**config.mk**
```make
export PLATFORM = sky130hd
export DESIGN_NAME = muldiv_unit
export DESIGN_NICKNAME = d
export VERILOG_FILES = /design/src/rtl/muldiv_pkg.sv /design/src/rtl/muldiv_unit_div_core.sv /design/src/rtl/muldiv_unit.sv
export SDC_FILE = /design/constraint.sdc
export NUM_CORES = 2
export LEC_CHECK = 0
export CAP_MARGIN = 40
export CORE_MARGIN = 3
export CORE_UTILIZATION = 50
export DETAILED_ROUTE_END_ITERATION = 10
export HOLD_SLACK_MARGIN = 0.12
export PLACE_DENSITY = 0.66
export SETUP_SLACK_MARGIN = 0.02
export SYNTH_ARGS = -nofsm -noshare
export SYNTH_HDL_FRONTEND = slang
export SYNTH_SLANG_ARGS = --single-unit
```
**constraint.sdc**
```tcl
create_clock -name clk -period 11.82 [get_ports clk]
set_input_delay 1.182 -clock clk [delete_from_list [all_inputs] [get_ports clk]]
set_output_delay 1.182 -clock clk [all_outputs]
set_load 0.005 [all_outputs]
```
**src/rtl/muldiv_pkg.sv**
```systemverilog
// rtl/muldiv_pkg.sv - shared types and constants for the RV32M multiply/divide sequencer
package muldiv_pkg;

    localparam int XLEN_DEFAULT = 32;

    typedef enum logic [2:0] {
        OP_MUL    = 3'b000,
        OP_MULH   = 3'b001,
        OP_MULHSU = 3'b010,
        OP_MULHU  = 3'b011,
        OP_DIV    = 3'b100,
        OP_DIVU   = 3'b101,
        OP_REM    = 3'b110,
        OP_REMU   = 3'b111
    } md_op_e;

    typedef enum logic [1:0] {
        IDLE,
        MUL,
        DIV,
        DONE
    } md_state_e;

    localparam logic [XLEN_DEFAULT-1:0] DIV_ZERO_Q = '1;
    localparam logic [XLEN_DEFAULT-1:0] INT_MIN    = {1'b1, {(XLEN_DEFAULT-1){1'b0}}};

endpackage

```
**src/rtl/muldiv_unit_div_core.sv**
```systemverilog
// rtl/muldiv_unit_div_core.sv - restoring radix-2 divider datapath on unsigned magnitudes
module div_core #(
    parameter int XLEN = 32
) (
    input  logic            clk,
    input  logic            rst,
    input  logic            load,
    input  logic            enable,
    input  logic [XLEN-1:0] dividend,
    input  logic [XLEN-1:0] divisor,
    output logic [XLEN-1:0] quoNext,
    output logic [XLEN-1:0] remNext
);

    logic [XLEN-1:0] remReg;
    logic [XLEN-1:0] quoReg;
    logic [XLEN-1:0] divReg;
    logic [XLEN:0]   trial;

    // quoReg doubles as the dividend shifter: its MSB feeds the partial remainder
    // while quotient bits enter at the LSB.
    always_comb begin
        trial = {remReg, quoReg[XLEN-1]} - {1'b0, divReg};
        if (!trial[XLEN]) begin
            remNext = trial[XLEN-1:0];
            quoNext = {quoReg[XLEN-2:0], 1'b1};
        end else begin
            remNext = {remReg[XLEN-2:0], quoReg[XLEN-1]};
            quoNext = {quoReg[XLEN-2:0], 1'b0};
        end
    end

    always_ff @(posedge clk) begin
        if (rst) begin
            remReg <= '0;
            quoReg <= '0;
            divReg <= '0;
        end else if (load) begin
            remReg <= '0;
            quoReg <= dividend;
            divReg <= divisor;
        end else if (enable) begin
            remReg <= remNext;
            quoReg <= quoNext;
        end
    end

endmodule

```
**src/rtl/muldiv_unit.sv**
```systemverilog
// rtl/muldiv_unit.sv - EX-stage M-extension sequencer: registered multiply, iterative divide, pipeline stall
module muldiv_unit import muldiv_pkg::*; #(
    parameter int XLEN = XLEN_DEFAULT
) (
    input  logic            clk,
    input  logic            rst,
    input  logic            start_i,
    input  logic [2:0]      funct3_i,
    input  logic [XLEN-1:0] op_a_i,
    input  logic [XLEN-1:0] op_b_i,
    input  logic            kill_i,
    output logic            stall_o,
    output logic            busy_o,
    output logic            done_o,
    output logic [XLEN-1:0] result_o
);

    localparam int CW = $clog2(XLEN);

    md_state_e         state;
    md_op_e            opReg;
    logic [XLEN-1:0]   aReg;
    logic [XLEN-1:0]   bReg;
    logic [CW-1:0]     cnt;
    logic              negQ;
    logic              negR;

    logic              accept;
    logic              divSigned;
    logic [XLEN-1:0]   absA;
    logic [XLEN-1:0]   absB;
    logic              overflow;
    logic              aSignExt;
    logic              bSignExt;
    logic [2*XLEN-1:0] product;
    logic [XLEN-1:0]   quoNext;
    logic [XLEN-1:0]   remNext;
    logic [XLEN-1:0]   divResult;

    assign accept    = start_i & !kill_i & (state == IDLE);
    assign divSigned = !funct3_i[0];
    assign absA      = (divSigned & op_a_i[XLEN-1]) ? -op_a_i : op_a_i;
    assign absB      = (divSigned & op_b_i[XLEN-1]) ? -op_b_i : op_b_i;
    assign overflow  = divSigned & (op_a_i == XLEN'(INT_MIN)) & (op_b_i == '1);

    // Low 2*XLEN bits of the extended product are exact for every sign mix.
    assign aSignExt = ((opReg == OP_MULH) | (opReg == OP_MULHSU)) & aReg[XLEN-1];
    assign bSignExt = (opReg == OP_MULH) & bReg[XLEN-1];
    assign product  = {{XLEN{aSignExt}}, aReg} * {{XLEN{bSignExt}}, bReg};

    assign divResult = opReg[1] ? (negR ? -remNext : remNext)
                                : (negQ ? -quoNext : quoNext);

    div_core #(.XLEN(XLEN)) u_div_core (
        .clk      (clk),
        .rst      (rst),
        .load     (accept & funct3_i[2]),
        .enable   ((state == DIV) & !kill_i),
        .dividend (absA),
        .divisor  (absB),
        .quoNext  (quoNext),
        .remNext  (remNext)
    );

    always_ff @(posedge clk) begin
        if (rst) begin
            state    <= IDLE;
            opReg    <= OP_MUL;
            aReg     <= '0;
            bReg     <= '0;
            cnt      <= '0;
            negQ     <= 1'b0;
            negR     <= 1'b0;
            done_o   <= 1'b0;
            result_o <= '0;
        end else if (kill_i) begin
            state  <= IDLE;
            done_o <= 1'b0;
        end else begin
            case (state)
                IDLE: begin
                    done_o <= 1'b0;
                    if (start_i) begin
                        opReg <= md_op_e'(funct3_i);
                        aReg  <= op_a_i;
                        bReg  <= op_b_i;
                        negQ  <= divSigned & (op_a_i[XLEN-1] ^ op_b_i[XLEN-1]);
                        negR  <= divSigned & op_a_i[XLEN-1];
                        if (!funct3_i[2]) begin
                            state <= MUL;
                        end else if (op_b_i == '0) begin
                            result_o <= funct3_i[1] ? op_a_i : XLEN'(DIV_ZERO_Q);
                            done_o   <= 1'b1;
                            state    <= DONE;
                        end else if (overflow) begin
                            result_o <= funct3_i[1] ? '0 : XLEN'(INT_MIN);
                            done_o   <= 1'b1;
                            state    <= DONE;
                        end else begin
                            cnt   <= CW'(XLEN - 1);
                            state <= DIV;
                        end
                    end
                end
                MUL: begin
                    result_o <= (opReg == OP_MUL) ? product[XLEN-1:0] : product[2*XLEN-1:XLEN];
                    done_o   <= 1'b1;
                    state    <= DONE;
                end
                DIV: begin
                    if (cnt == '0) begin
                        result_o <= divResult;
                        done_o   <= 1'b1;
                        state    <= DONE;
                    end else begin
                        cnt <= cnt - 1'b1;
                    end
                end
                DONE: begin
                    done_o <= 1'b0;
                    state  <= IDLE;
                end
                default: state <= IDLE;
            endcase
        end
    end

    assign busy_o  = (state != IDLE);
    assign stall_o = !rst & !kill_i & (((state == IDLE) & start_i) | (state == MUL) | (state == DIV));

endmodule

```
==> results.md <==
* Final Slew Violations at 0
* Pwr Total at 0.003081 W
* Nets at 7545
* Fmax at 97.64 MHz
* RSZ-0062 raised after global routing: false
* Multi-input gate area at 42110 um^2
* P&R area growth vs syn at 6.197%
* Register area at 4110 um^2
* CTS Sinks at 205
* Initial antenna violation count at 6
* Drc violations at 0
* Synth cell count leaders: inv_1, fa_1, nand2_1, clkbuf_1, and2_1
* Fraction of layout cells with a size suffix above 1 at 3.536%
* Clk Latency, worst-skew pair at 0.59 ns
* Min Tclk post-route at 10.24 ns
* Final Skew at 0.05377 ns
* # fillers at 9853
* Hold path cells at 2
* Syn_nets at 7670
* Initial Util at 50.46%
* First-pass GRT wire length at 255500 um
* CP peak stage delay at 0.77 ns
* Via count at 42690
* CP Launch Type: flip-flop
* Critical Path RT at 12.30 ns
* Post-CTS Resized at 0
* Critical path arrival at 10.72 ns
* Most frequent CP cell: fa_1
* Clock-pin slew on the worst setup and hold paths at 0.07 ns
* Post-Route Setup TNS at 0 ns
* Drt via density at 5.700
* Final WL at 161200 um
* Root Buffer Master: clkbuf_16
* Setup Buffers After CTS at 0
* Die area at 108500 um^2
* PD cells at 55.48 nW/um^2
* Mapped Cells at 6217
* Synthesized cell area at 52300 um^2
* Main synth FF type: dfxtp_1
* Synth top area cells: fa_1, inv_1, nand2_1
* RD Place Congestion at 0.9765
* CP bufs+invs at 6
* Post-synth top area share at 43.10%
* Hpwl dp at 131300 um
* Delay-heaviest family, CP: adder cells
* Final worst path period share at 86.64%
* Total CTS buffers at 24
* Port Buf Inserts at 105
* FF+latch count, synth at 205
* Top-count cell post-synth: inv_1
* Status: finished clean
* Cts-stage hold buffer count at 0
* Tightest Pin Transition at 0.9741 ns
* Register area share after synthesis at 7.847%
* CP Capture Type: flip-flop
* Drt pass-1 iters at 6
* H-tree depth at 1
* CTS tree: done
* Slew Limit Headroom at 35.06%
* Area leader, netlist: fa_1
* R2R cell count at 30
* Die Wd at 329.4 um
* Async set-or-reset flop fraction in the synthesized netlist at 0%
* Number of synthesized flops with an enable pin at 0
* Final ANT Viol Nets at 0
* Peak supply drop at 0.09886 mV
* Crit path depth at 30
* Row count at 118
* DR WL/cell at 21.53 um
* Max Cap Viol at 0
* Worst hold margin at 0.4461 ns
* GRT Overall Usage at 30.43%
* 1st-iter DRT viols at 4078
* Largest net degree at the start of global routing at 84
* Synth cell types at 90
* Setup-failing EPs final at 0
* Crit Path Max Fanout at 24
* Worst hold path type: flip-flop to flip-flop
* Mapped Avg Cell Area at 8.412 um^2
* Critical-path top delay cell: fa_1
* Core box area at 103600 um^2
* Ys Warns at 0
* Post-placement worst setup slack at 1.679 ns
* Worst Setup Slack, final at 1.579 ns
* LEAKAGE at 24.77 nW
* Longest Clk Path Bufs at 3
* Total grt overflow at 0
* Critical path class: flip-flop to flip-flop
* Final-report hold violation count at 0
* IO Count at 106
* Vias in the first global route at 44100
* Die Ht at 329.4 um
==> layout by cell type (no fill, tap or decap), drive strengths merged, types with 10 or more instances in the layout <==
| cell | count |
|---|---|
| inv | 1242 |
| fa | 1126 |
| nand2 | 1109 |
| and2 | 324 |
| nor2 | 260 |
| ha | 256 |
| a21oi | 229 |
| dfxtp | 205 |
| o21ai | 142 |
| buf | 121 |
| xnor2 | 107 |
| clkdlybuf4s50 | 104 |
| xor2 | 83 |
| a211oi | 76 |
| nor3 | 59 |
| nand3 | 51 |
| a311oi | 41 |
| a21o | 38 |
| mux2i | 36 |
| nand2b | 31 |
| o31ai | 30 |
| clkbuf | 28 |
| or3 | 25 |
| o211ai | 25 |
| nor2b | 25 |
| nand4 | 24 |
| a31oi | 23 |
| nor4 | 21 |
| a221oi | 21 |
| or2 | 17 |
| o21a | 15 |
| and3 | 14 |
| o41ai | 13 |
| or4 | 12 |
| o21bai | 11 |
| o2111ai | 11 |
| clkinv | 10 |
==> path summary, 6_finish.rpt <==
path / start / to / slack (ns)
worst min-delay path: result_o[8]$_SDFFE_PP0P_ / result_o[8]$_SDFFE_PP0P_ / 0.45
worst min register to register: result_o[8]$_SDFFE_PP0P_ / result_o[8]$_SDFFE_PP0P_ / 0.45
worst max register to register: opReg[0]$_SDFFE_PP0P_ / result_o[29]$_SDFFE_PP0P_ / 1.58
worst max-delay path: opReg[0]$_SDFFE_PP0P_ / result_o[29]$_SDFFE_PP0P_ / 1.58
==> metal layers <==
layer	GRT usage (%)	routed length [um]	vias up
li1	-	-	18780
met1	43.47	68660	21880
met2	47.83	72480	1759
met3	4.574	13900	274
met4	9.727	6209	0
met5	0	0	-
==> cell families (layout without fill, tap and decap cells) <==
| family | after synthesis | count (layout) | share of synthesized area (%) |
|---|---|---|---|
| multiplexers | 39 | 39 | 0.7536 |
| buffers and inverters | 1619 | 1511 | 11.69 |
| XOR/XNOR | 190 | 190 | 3.182 |
| AO/OA/AOI/OAI | 772 | 772 | 9.807 |
| AND/OR/NAND/NOR | 2010 | 2010 | 17.49 |
| adder cells (fa/ha/maj) | 1382 | 1382 | 49.23 |
| flip-flops | 205 | 205 | 7.847 |
| other | 0 | 1 | 0 |
==> cell type report <==
class,instances,area share [%]
multi-input cells,4393,75.83
clock buffers,28,1.144
diodes,1,0.004506
inverters,1243,8.401
clock inverters,15,0.3830
repair buffers,225,3.726
well taps,1380,3.109
flip-flops and latches,205,7.401
==> through the flow <==
stage / cell area [um^2] / instances / utilization [%]
after floorplan: 52300 / 6217 / -
after global placement: 54420 / 7426 / 52.50
after detailed placement: 54680 / 7445 / 52.76
after CTS: 55530 / 7488 / 53.58
after global routing: 55530 / 7489 / 53.58
final: 55540 / 7490 / 53.58
==> worst register-to-register path: cells and delay by family (launching register included) <==
family          cells  cell delay, ns
fa+ha+maj           9            4.89
simple gates        7            1.82
buf+inv             6            1.37
compound gates      6            1.31
flops               1            0.47
xor+xnor            2            0.27
==> sequential cells by signal (all words and copies together) (netlist names) <==
register	flops
aReg	32
bReg	32
cnt	5
done_o	1
negQ	1
negR	1
opReg	3
result_o	32
state	2
u_div_core.divReg	32
u_div_core.quoReg	32
u_div_core.remReg	32
==> where the power goes <==
part           internal, W  switching, W  total [W]
combinational     0.000487      0.000976    0.00146
sequential        0.000721     0.0000604   0.000782
clock             0.000477      0.000360   0.000837
(Power assumes the default switching activity.)
